$ cat src/rtl/gcd_pkg.sv
// Shared types and constants for the GCD scheduler slice.
// Latency: none (declarations only).
// Backpressure: not applicable.
package gcd_pkg;

  // Sequencer states for the shared subtract-based GCD datapath.
  typedef enum logic [2:0] {
    IDLE = 3'd0,
    LOAD = 3'd1,
    CMP  = 3'd2,
    SUBX = 3'd3,
    SUBY = 3'd4,
    DONE = 3'd5,
    RESP = 3'd6
  } gcd_sched_state_t;

  // Datapath X/Y register input mux selects.
  localparam logic SEL_IN  = 1'b0;  // load from the registered operand
  localparam logic SEL_SUB = 1'b1;  // load from the subtractor

  // Default configuration.
  localparam int DEF_WIDTH = 8;
  localparam int DEF_N_REQ = 4;

endpackage

$ cat src/rtl/gcd_rr_arb.sv
// Round-robin arbiter: picks the first requester after the pointer, wrapping.
// Latency: purely combinational, zero cycles.
// Backpressure: none; the caller samples the grant only when it can start a job.
module gcd_rr_arb #(
  parameter int N_REQ = 4,
  parameter int PW    = $clog2(N_REQ)
) (
  input  logic [N_REQ-1:0] req,
  input  logic [PW-1:0]    ptr,
  output logic [N_REQ-1:0] gnt,
  output logic [PW-1:0]    idx,
  output logic             any
);

  // Candidate index ptr+i, wrapped into 0..N_REQ-1 (N_REQ need not be a power of two).
  function automatic logic [PW-1:0] cand(input logic [PW-1:0] p, input int i);
    int s;
    s = int'(p) + i;
    if (s >= N_REQ) s = s - N_REQ;
    return PW'(s);
  endfunction

  // Scan from ptr+1 around to ptr itself; the first set request wins.
  always_comb begin
    gnt = '0;
    idx = '0;
    any = 1'b0;
    for (int i = 1; i <= N_REQ; i++) begin
      if (!any && req[cand(ptr, i)]) begin
        any              = 1'b1;
        idx              = cand(ptr, i);
        gnt[cand(ptr, i)] = 1'b1;
      end
    end
  end

endmodule

$ cat src/rtl/gcd_sched.sv
// Round-robin scheduler/sequencer sharing one subtract-based GCD datapath; timeout via GCD_SCHED_TIMEOUT_EN.
// Latency: ack at cycle 4+2k for k subtraction steps (cycle 2 when an operand is zero), from the granting IDLE cycle.
// Backpressure: requesters hold req and operands until ack; new grants only in IDLE, so at most one job in flight.
module gcd_sched
  import gcd_pkg::*;
#(
  parameter int N_REQ    = DEF_N_REQ,
  parameter int WIDTH    = DEF_WIDTH,
  parameter int MAX_ITER = 255
) (
  input  logic                   clk,
  input  logic                   rst_n,
  input  logic [N_REQ-1:0]       req,
  input  logic [N_REQ*WIDTH-1:0] a_in,
  input  logic [N_REQ*WIDTH-1:0] b_in,
  output logic [N_REQ-1:0]       ack,
  output logic [WIDTH-1:0]       rsp_d,
  output logic                   rsp_err,
  output logic                   busy,
  output logic [WIDTH-1:0]       dp_xin,
  output logic [WIDTH-1:0]       dp_yin,
  output logic                   dp_xsel,
  output logic                   dp_ysel,
  output logic                   dp_xld,
  output logic                   dp_yld,
  output logic                   dp_dld,
  input  logic                   dp_eq,
  input  logic                   dp_lt,
  input  logic [WIDTH-1:0]       dp_x
);

  localparam int PW = $clog2(N_REQ);

  gcd_sched_state_t state_q, state_d;

  logic [PW-1:0]    ptr_q;      // last requester served
  logic [PW-1:0]    grant_q;    // requester owning the current job
  logic [WIDTH-1:0] xin_q;
  logic [WIDTH-1:0] yin_q;
  logic             byp_q;      // job has a zero operand, skip the datapath
  logic [WIDTH-1:0] result_q;
  logic [WIDTH-1:0] result_d;

  logic [N_REQ-1:0] arb_gnt;
  logic [PW-1:0]    arb_idx;
  logic             arb_any;

  logic [WIDTH-1:0] a_sel;
  logic [WIDTH-1:0] b_sel;
  logic             start_job;
  logic             tmo;        // iteration budget exhausted in CMP
  logic             job_err;    // current job ended on timeout

  gcd_rr_arb #(
    .N_REQ (N_REQ),
    .PW    (PW)
  ) u_arb (
    .req (req),
    .ptr (ptr_q),
    .gnt (arb_gnt),
    .idx (arb_idx),
    .any (arb_any)
  );

  // Operand mux driven by the one-hot grant.
  always_comb begin
    a_sel = '0;
    b_sel = '0;
    for (int i = 0; i < N_REQ; i++) begin
      if (arb_gnt[i]) begin
        a_sel = a_sel | a_in[i*WIDTH +: WIDTH];
        b_sel = b_sel | b_in[i*WIDTH +: WIDTH];
      end
    end
  end

  assign start_job = (state_q == IDLE) && arb_any;

`ifdef GCD_SCHED_TIMEOUT_EN
  localparam int CW = $clog2(MAX_ITER + 1);

  logic [CW-1:0] iter_q;
  logic          err_q;

  assign tmo     = (iter_q == CW'(MAX_ITER)) && !dp_eq;
  assign job_err = err_q;

  // Subtraction step counter and sticky timeout flag for the current job.
  always_ff @(posedge clk or negedge rst_n) begin
    if (!rst_n) begin
      iter_q <= '0;
      err_q  <= 1'b0;
    end else begin
      if (state_q == LOAD) begin
        iter_q <= '0;
      end else if ((state_q == SUBX) || (state_q == SUBY)) begin
        iter_q <= iter_q + 1'b1;
      end
      if (start_job) begin
        err_q <= 1'b0;
      end else if ((state_q == CMP) && tmo) begin
        err_q <= 1'b1;
      end
    end
  end
`else
  logic unused_max_iter;

  assign unused_max_iter = ^(32'(MAX_ITER));
  assign tmo             = 1'b0;
  assign job_err         = 1'b0;
`endif

  // State register.
  always_ff @(posedge clk or negedge rst_n) begin
    if (!rst_n) begin
      state_q <= IDLE;
    end else begin
      state_q <= state_d;
    end
  end

  // Next-state logic and datapath control decode from the registered state.
  always_comb begin
    state_d = state_q;
    dp_xsel = SEL_IN;
    dp_ysel = SEL_IN;
    dp_xld  = 1'b0;
    dp_yld  = 1'b0;
    dp_dld  = 1'b0;
    ack     = '0;
    case (state_q)
      IDLE: begin
        if (arb_any) begin
          state_d = ((a_sel == '0) || (b_sel == '0)) ? DONE : LOAD;
        end
      end
      LOAD: begin
        dp_xld  = 1'b1;
        dp_yld  = 1'b1;
        state_d = CMP;
      end
      CMP: begin
        if (dp_eq || tmo) begin
          state_d = DONE;
        end else if (dp_lt) begin
          state_d = SUBY;
        end else begin
          state_d = SUBX;
        end
      end
      SUBX: begin
        dp_xsel = SEL_SUB;
        dp_xld  = 1'b1;
        state_d = CMP;
      end
      SUBY: begin
        dp_ysel = SEL_SUB;
        dp_yld  = 1'b1;
        state_d = CMP;
      end
      DONE: begin
        dp_dld  = 1'b1;
        state_d = RESP;
      end
      RESP: begin
        ack[grant_q] = 1'b1;
        state_d      = IDLE;
      end
      default: begin
        state_d = IDLE;
      end
    endcase
  end

  // Result source: bypass value for a zero operand, 0 on timeout, else the converged X.
  always_comb begin
    result_d = dp_x;
    if (byp_q) begin
      result_d = xin_q | yin_q;
    end else if (job_err) begin
      result_d = '0;
    end
  end

  // Grant/operand capture, result register and round-robin pointer.
  always_ff @(posedge clk or negedge rst_n) begin
    if (!rst_n) begin
      ptr_q    <= PW'(N_REQ - 1);
      grant_q  <= '0;
      xin_q    <= '0;
      yin_q    <= '0;
      byp_q    <= 1'b0;
      result_q <= '0;
    end else begin
      if (start_job) begin
        grant_q <= arb_idx;
        xin_q   <= a_sel;
        yin_q   <= b_sel;
        byp_q   <= (a_sel == '0) || (b_sel == '0);
      end
      if (state_q == DONE) begin
        result_q <= result_d;
      end
      if (state_q == RESP) begin
        ptr_q <= grant_q;
      end
    end
  end

  assign dp_xin  = xin_q;
  assign dp_yin  = yin_q;
  assign rsp_d   = result_q;
  assign rsp_err = (state_q == RESP) && job_err;
  assign busy    = (state_q != IDLE);

endmodule

$ cat config.mk
export PLATFORM = sky130hd
export DESIGN_NAME = gcd_sched
export DESIGN_NICKNAME = d
export VERILOG_FILES = /design/src/rtl/gcd_pkg.sv /design/src/rtl/gcd_rr_arb.sv /design/src/rtl/gcd_sched.sv
export SDC_FILE = /design/constraint.sdc
export NUM_CORES = 1
export LEC_CHECK = 0
export ABC_AREA = 1
export CAP_MARGIN = 20
export CORE_ASPECT_RATIO = 0.6
export CORE_UTILIZATION = 30
export DETAILED_ROUTE_END_ITERATION = 12
export GPL_TIMING_DRIVEN = 0
export PLACE_DENSITY = 0.7
export RECOVER_POWER = 25
export SYNTH_ARGS = -nofsm -noshare
export SYNTH_HDL_FRONTEND = slang
export SYNTH_SLANG_ARGS = --single-unit
$ cat constraint.sdc
create_clock -name clk -period 2.9 [get_ports clk]
set_clock_uncertainty 0.15 [all_clocks]
set_input_delay 0.58 -clock clk [delete_from_list [all_inputs] [get_ports clk]]
set_output_delay 0.58 -clock clk [all_outputs]
set_load 0.05 [all_outputs]
# Yosys cells after proc, flatten, opt, wreduce, memory -nomap -nowiden
# Cells that the tools add are included.
dict set report totals {
  regBits 32
  latch_bits 0
  mem_bits_rw 0
  romBits 0
  input_bits 80
  memories 0
}
dict set report classes {
  addsub 8
  mul 0
  n_div 0
  n_lt_le_gt_ge 18
  eq_ne 7
  shift 0
  n_mux 58
  bitwise_logic 10
  reduce_logical 20
}
# operator count
set op_table {}
lappend op_table {{two-way mux 8 bit} 9}
lappend op_table {{bitwise OR 8 bit} 7}
lappend op_table {{< comparator 2 x 3 -> 1 bit, second input constant} 9}
lappend op_table {{two-way mux 2 bit} 12}
lappend op_table {{two-way mux 4 bit} 5}
lappend op_table {{two-way mux 1 bit} 18}
lappend op_table {{zero test 8 bit} 2}
lappend op_table {{two-way mux 3 bit} 4}
lappend op_table {{bitwise OR 4 bit} 3}
lappend op_table {{one-hot mux 3 bit (4 select lines)} 1}
lappend op_table {{demux 1 bit (select 2 bit)} 5}
lappend op_table {{>= comparator 2 x 1 -> 1 bit, second input constant} 5}
lappend op_table {{equality test 3 bit, second input constant} 3}
lappend op_table {{>= comparator 3 bit, second input constant} 3}
lappend op_table {{logical AND 1 bit} 9}
lappend op_table {{binary-select mux 1 bit (select 2 bit)} 4}
lappend op_table {{subtractor 2 x 1 -> 2 bit, second input constant} 4}
lappend op_table {{adder 2 x 2 -> 3 bit, second input constant} 2}
lappend op_table {{equality test 3 x 2 -> 1 bit, second input constant} 2}
lappend op_table {{adder 2 x 3 -> 4 bit, second input constant} 1}
lappend op_table {{>= comparator 4 x 3 -> 1 bit, second input constant} 1}
lappend op_table {{OR reduction 2 bit} 2}
lappend op_table {{adder 2 x 1 -> 3 bit, second input constant} 1}
lappend op_table {{equality test 3 x 1 -> 1 bit, second input constant} 1}
lappend op_table {{6 further kinds} 8}

# Logic depth before layout (Yosys ltp)
dict set report logic_depth {
  depth_word 33
  depth_mapped 18
}

# Hierarchy
# Synthesis repeated with hierarchy kept, for this count alone.
dict set report hier_totals {
  cells_unflattened 362
  hier_area_um2 2486.1
}
# mod n_inst cells_per_inst area_per_inst_um2
set by_module_without_submodules {}
lappend by_module_without_submodules {gcd_sched 1 288 2028.2}
lappend by_module_without_submodules {gcd_rr_arb 1 74 457.9}

# Least setup slack after synthesis
# Ideal clock, no wire load.
dict set report synth_path {
  kind {register -> output}
  from {register state_q[0]}
  to {output port dp_yld}
  arrival_time_ps 2063
  t_required_ps 2170
  path_slack_ps 107
  stages_incl_launch_ff 5
  n_path_buf 0
  path_cell_list {dfrtp_1 > inv_1 > nor2_1 > inv_1 > o22ai_1}
}
dict set report synth_via {
  elab_chain_cells 3
  elab_cells_between_ends 4
}
# item line
set synth_lines {}
lappend synth_lines {{start: declaration} gcd_sched.sv:34} ;# gcd_sched_state_t state_q, state_d;
lappend synth_lines {{start signal: assignment} gcd_sched.sv:119} ;# state_q <= state_d;
lappend synth_lines {{equality test 3 bit / equality test 3 x 1 -> 1 bit (equally long branches)} gcd_sched.sv:132} ;# case (state_q)
lappend synth_lines {{OR reduction 2 bit (no source line) *} -}
lappend synth_lines {{two-way mux 1 bit *} gcd_sched.sv:132}
lappend synth_lines {{end: declaration} gcd_sched.sv:25} ;# output logic dp_yld,
# Every way passes the cells marked *; elsewhere a longest branch is shown, timed or not.

# Final worst setup path
dict set report layout_path {
  from {register ptr_q[1]}
  to {register state_q[2]}
}
dict set report layout_via {
  elab_chain_cells 27
  elab_cells_between_ends 86
}
# item line
set layout_lines {}
lappend layout_lines {{start: declaration} gcd_sched.sv:36} ;# logic [PW-1:0] ptr_q;
lappend layout_lines {{start signal: assignment} gcd_sched.sv:189} ;# ptr_q <= PW'(N_REQ - 1);
lappend layout_lines {{start signal: assignment} gcd_sched.sv:206} ;# ptr_q <= grant_q;
lappend layout_lines {{adder 2 x 1 -> 3 bit} gcd_rr_arb.sv:18} ;# s = int'(p) + i;
lappend layout_lines {{>= comparator 3 bit / subtractor 2 x 1 -> 2 bit (equally long branches)} gcd_rr_arb.sv:19} ;# if (s >= N_REQ) s = s - N_REQ;
lappend layout_lines {{two-way mux 2 bit} gcd_rr_arb.sv:19}
lappend layout_lines {{two-way mux 2 bit / binary-select mux 1 bit (select 2 bit) (equally long branches)} gcd_rr_arb.sv:29} ;# if (!any && req[cand(ptr, i)]) begin
lappend layout_lines {{< comparator 2 x 3 -> 1 bit (implied by the code), or another cell as far along} gcd_rr_arb.sv:32} ;# gnt[cand(ptr, i)] = 1'b1;
lappend layout_lines {{logical AND 1 bit (implied by the code) / two-way mux 1 bit (equally long branches)} {gcd_rr_arb.sv:32, gcd_rr_arb.sv:29}}
lappend layout_lines {{two-way mux 1 bit (implied by the code) / zero test 1 bit (equally long branches)} {gcd_rr_arb.sv:32, gcd_rr_arb.sv:29}}
lappend layout_lines {{demux 1 bit (select 2 bit) / logical AND 1 bit (equally long branches)} -}
lappend layout_lines {{[11 not listed]} -}
lappend layout_lines {{two-way mux 8 bit} gcd_sched.sv:70} ;# if (arb_gnt[i]) begin
lappend layout_lines {{bitwise OR 8 bit (on tied branches)} {gcd_sched.sv:71, gcd_sched.sv:72}}
lappend layout_lines {{two-way mux 8 bit} gcd_sched.sv:70}
lappend layout_lines {{zero test 8 bit} gcd_sched.sv:135} ;# state_d = ((a_sel == '0) || (b_sel == '0)) ? DONE : LOAD;
lappend layout_lines {{logical OR 1 bit} gcd_sched.sv:135}
lappend layout_lines {{two-way mux 3 bit} gcd_sched.sv:135}
lappend layout_lines {{two-way mux 3 bit} gcd_sched.sv:134} ;# if (arb_any) begin
lappend layout_lines {{one-hot mux 3 bit (4 select lines)} gcd_sched.sv:132}
# Parallel ways exist; a longest one is shown, timed or not. The select of a mux whose other input is x is not followed.
# A chain may end at the register's enable or synchronous reset.

==> run summary <==
The congestion estimate from routability-driven global placement came to 0.893. After clock tree synthesis, the clock-pin slew on the worst setup and hold paths is 0.05 ns. For this block, the via count after detailed routing is 2840. The effective utilization at floorplan was 0.314. The final antenna diode count is 0, and the switching share of total power is 0.529. In this run the static leakage power is 1.91 nW. Synthesis produced a netlist with a net count of 443. The logs give -0.134 for the max-slew headroom at the worst pin and 32 for the number of distinct library cells after synthesis. The core region is 0.00736 mm2. The filler cells instantiated in the layout total 690. In the post-synthesis netlist, the cell with the most instances is sky130_fd_sc_hd__nand2_1. Across all register-to-register paths, the minimum setup slack is 0.03 ns. The run gives 0.00357 mm2 as the post-placement cell area. The final hold violation count is 0. Dividing the synthesized area by the synthesized cell count gives 6.52 um2. In this run the vertical extent of the chip is 70.0 um. For this run, the leading register cell type out of synthesis is sky130_fd_sc_hd__dfrtp_1. The count of buffers from port buffering was 113; the power density over cell area was 1420 mW/mm2. The final critical delay including setup and external delays is 2.87 ns, and the number of maximum-capacitance violations is 1. After detailed routing, the number of remaining DRC violations is 0. After detailed routing, the total wire length is 8.31 mm. The combinational share of power was 0.762; the internal cell power was 2.76 mW.

The critical path capture point type was a flop. The logs give 24 for the cell row count and 0.00808 mm2 for the floorplan die area. The biggest area contributor in the post-synthesis netlist is sky130_fd_sc_hd__dfrtp_1. The maximum number of pins on one net before global-route repair was 33; the top-level I/O count was 115. The number of clock sinks was 32; the final-report max-slew violation count was 33.

The TritonCTS buffer count was 5. The start-to-end type of the worst setup path was flop to flop. Setup repair after global routing could not meet its margin everywhere. The worst endpoint data arrival time was 2.93 ns; the via count of the first global-routing pass was 2613. The required time at the endpoint of the critical path was 2.96 ns; the part of the Yosys area used for sequential elements was 0.347. The H-tree generated during clock tree synthesis spans 2 levels. The fraction of synthesized cell area taken by the top area cell type is 0.324.

The checks that failed: max-capacitance violations, max-slew violations. TritonCTS built the clock tree. The setup violation total in the final timing report was 0.

The number of flip-flops and latches in the synthesized netlist works out to 32. In this run, synthesis inferred 0 flip-flops with an integrated enable. For the total global routing track utilization, the log shows 0.205. Static timing analysis puts the maximum clock frequency at 0.348 GHz.

The flow ran to the end, but the final reports show violations. The post-synthesis instance area is 0.00231 mm2, and the initial antenna violation count is 0. The instance count of the mapped netlist was 355. The detailed router finished its first iteration with 208 violations. The floorplan step set the die width to 115 um.

For this run, the number of Yosys warnings is 0. The remaining antenna violation count after routing was 0; the actual slew at the worst max-slew pin was 1.70 ns. The min-delay analysis places its worst path in the category flop to flop.

The share of cells above drive strength 1 is 0.172. In this run the worst path has a maximum fanout of 8. At the end of the flow, the number of nets in the layout was 582.

Final worst-path cycle share: 0.991. The HPWL after detailed placement is 6.37 mm, and the worst-case vdd ir drop is 688 uV. Category of the worst setup path launch point: a flop. By area the synthesized netlist is led by sky130_fd_sc_hd__dfrtp_1 (32%), sky130_fd_sc_hd__nand2_1 (26%), sky130_fd_sc_hd__o21ai_0 (7.6%). The overflow left after global routing is 0, and the worst-case clock buffer depth is 2. For the sequential power share, the log shows 0.145.

The share of async-settable or async-resettable flops after synthesis works out to 1.00. The clock power share came out at 0.093. The clock reaches the later pin of the worst-skew pair after 0.28 ns. The logs give 0.00412 mm2 for the post-layout instance area and 0 for the number of buffers inserted for hold repair after clock tree synthesis. Summed over all nets, the switching power comes to 3.09 mW. Counting instances in the post-synthesis netlist gives the leading cell types as sky130_fd_sc_hd__nand2_1 (163), sky130_fd_sc_hd__o21ai_0 (35), sky130_fd_sc_hd__nor2_1 (34).

Relative to the synthesized area, the layout overhead comes to 78.2%. After detailed routing, the average wire length per cell comes to 13.9 um. The first global-routing pass estimated 12.8 mm of wire. The cell chosen for the clock root was sky130_fd_sc_hd__clkbuf_16.

The tools report the share of the core filled with cells as 0.560. The run gives 4 as the first-pass detailed-route iteration total. The average vias per placed instance is 4.74.
## final cells by class
type / instances / area (um2) / share of cell area
Buffer: 8 / 67.6 / 0.0164
Clock buffer: 8 / 156 / 0.0379
Inverter: 21 / 87.6 / 0.0212
Multi-Input combinational cell: 294 / 1590 / 0.385
Sequential cell: 32 / 803 / 0.195
Tap cell: 104 / 130 / 0.0316
Timing Repair Buffer: 132 / 1290 / 0.313
## kinds of logic (layout without fill, tap and decap cells)
| group | Yosys count | after routing | synth area share |
|---|---|---|---|
| fa+ha+maj | 8 | 8 | 0.0433 |
| buf+inv | 29 | 169 | 0.0530 |
| other cells | 1 | 1 | 0.00162 |
| compound gates | 50 | 50 | 0.126 |
| flops | 32 | 32 | 0.347 |
| simple gates | 235 | 235 | 0.429 |
## critical path, stage by stage, from the launching register on
cell and delay, ns:
sky130_fd_sc_hd__dfstp_2 0.57, sky130_fd_sc_hd__clkinvlp_4 0.12, sky130_fd_sc_hd__ha_4 0.28, sky130_fd_sc_hd__inv_4 0.07, sky130_fd_sc_hd__nand3_4 0.09, sky130_fd_sc_hd__nand2_4 0.12
sky130_fd_sc_hd__nor2_4 0.09, sky130_fd_sc_hd__a21oi_2 0.19, sky130_fd_sc_hd__nand3_4 0.15, sky130_fd_sc_hd__buf_6 0.16, sky130_fd_sc_hd__nand2_1 0.05, sky130_fd_sc_hd__nand2_1 0.08
sky130_fd_sc_hd__nor2_4 0.13, sky130_fd_sc_hd__nand2_1 0.07, sky130_fd_sc_hd__nor2_1 0.11, sky130_fd_sc_hd__nand2_1 0.09, sky130_fd_sc_hd__nand2_2 0.10, sky130_fd_sc_hd__nand2_2 0.06
sky130_fd_sc_hd__a21oi_2 0.12
## sequential cells by signal, indices dropped and copies added, names as in the netlist
name,cells
dp_xin,8
dp_yin,8
rsp_d,8
state_q,3
grant_q,2
ptr_q,2
byp_q,1
## layer usage
metal / part of all wire / global-route usage
met4: 0.013 / 0.0548
met1: 0.46 / 0.293
met2: 0.43 / 0.303
met3: 0.093 / 0.0521
met5: 0 / 0
## power by group through the flow
stage	logic [mW]	clock network [mW]	registers, mW
6_report	4.46	0.547	0.847
5_1_grt	4.86	0.570	0.875
4_1_cts	3.68	0.553	0.845
3_5_place_dp	3.40	0	0.881
3_3_place_gp	3.34	0	0.879
2_1_floorplan	1.81	0	1.37
## stage by stage
stage	power, mW	hold WS, ns	instances	TNS [ns]	setup slack (ns)
after floorplan	3.18	0.134	355	0	0.107
after global placement	4.21	0.319	572	-0.854	-0.411
after detailed placement	4.28	0.323	572	-2.63	-0.503
after CTS	5.08	0.228	584	0	0.0364
after global routing	6.30	0.374	599	-0.283	-0.154
final	5.85	0.329	599	0	0.0252
## final timing paths
path / start / to / depth (start not counted)
hold / removal: rsp_d[2]$_DFFE_PN0P_ / rsp_d[2]$_DFFE_PN0P_ / 2
max in group asynchronous: rst_n / dp_yin[1]$_DFFE_PN0P_ / 1
hold reg to reg: rsp_d[2]$_DFFE_PN0P_ / rsp_d[2]$_DFFE_PN0P_ / 2
min in group asynchronous: rst_n / state_q[0]$_DFFE_PN0P_ / 1
setup reg to reg: ptr_q[1]$_DFFE_PN1P_ / state_q[2]$_DFFE_PN0P_ / 18
setup / recovery: ptr_q[1]$_DFFE_PN1P_ / state_q[2]$_DFFE_PN0P_ / 18
## cell usage in the layout (no fill, tap or decap), types with 3 or more instances in the layout
| cell | n |
|---|---|
| sky130_fd_sc_hd__nand3_4 | 6 |
| sky130_fd_sc_hd__clkbuf_16 | 6 |
| sky130_fd_sc_hd__inv_1 | 16 |
| sky130_fd_sc_hd__nand3_1 | 7 |
| sky130_fd_sc_hd__clkdlybuf4s50_1 | 110 |
| sky130_fd_sc_hd__nor2_1 | 23 |
| sky130_fd_sc_hd__a21oi_2 | 3 |
| sky130_fd_sc_hd__nand2_4 | 3 |
| sky130_fd_sc_hd__nor2_2 | 5 |
| sky130_fd_sc_hd__nor2_4 | 9 |
| sky130_fd_sc_hd__nand4_1 | 4 |
| sky130_fd_sc_hd__a21boi_0 | 3 |
| sky130_fd_sc_hd__nand3_2 | 4 |
| sky130_fd_sc_hd__clkbuf_1 | 5 |
| sky130_fd_sc_hd__o21ai_0 | 35 |
| sky130_fd_sc_hd__dfrtp_1 | 30 |
| sky130_fd_sc_hd__nand2_2 | 15 |
| sky130_fd_sc_hd__ha_1 | 7 |
| sky130_fd_sc_hd__nor3_1 | 9 |
| sky130_fd_sc_hd__buf_4 | 18 |
| sky130_fd_sc_hd__buf_6 | 4 |
| sky130_fd_sc_hd__nand2_1 | 148 |
## what timing repair did
action,in CTS,in global routing
endpoints found under the setup margin,20,11
buffers inserted,4,13
cloned,0,2
gates resized for setup,21,43
pin swaps,2,33
hold endpoints to repair,0,0
No activity file was read; power rests on OpenSTA's default activity.
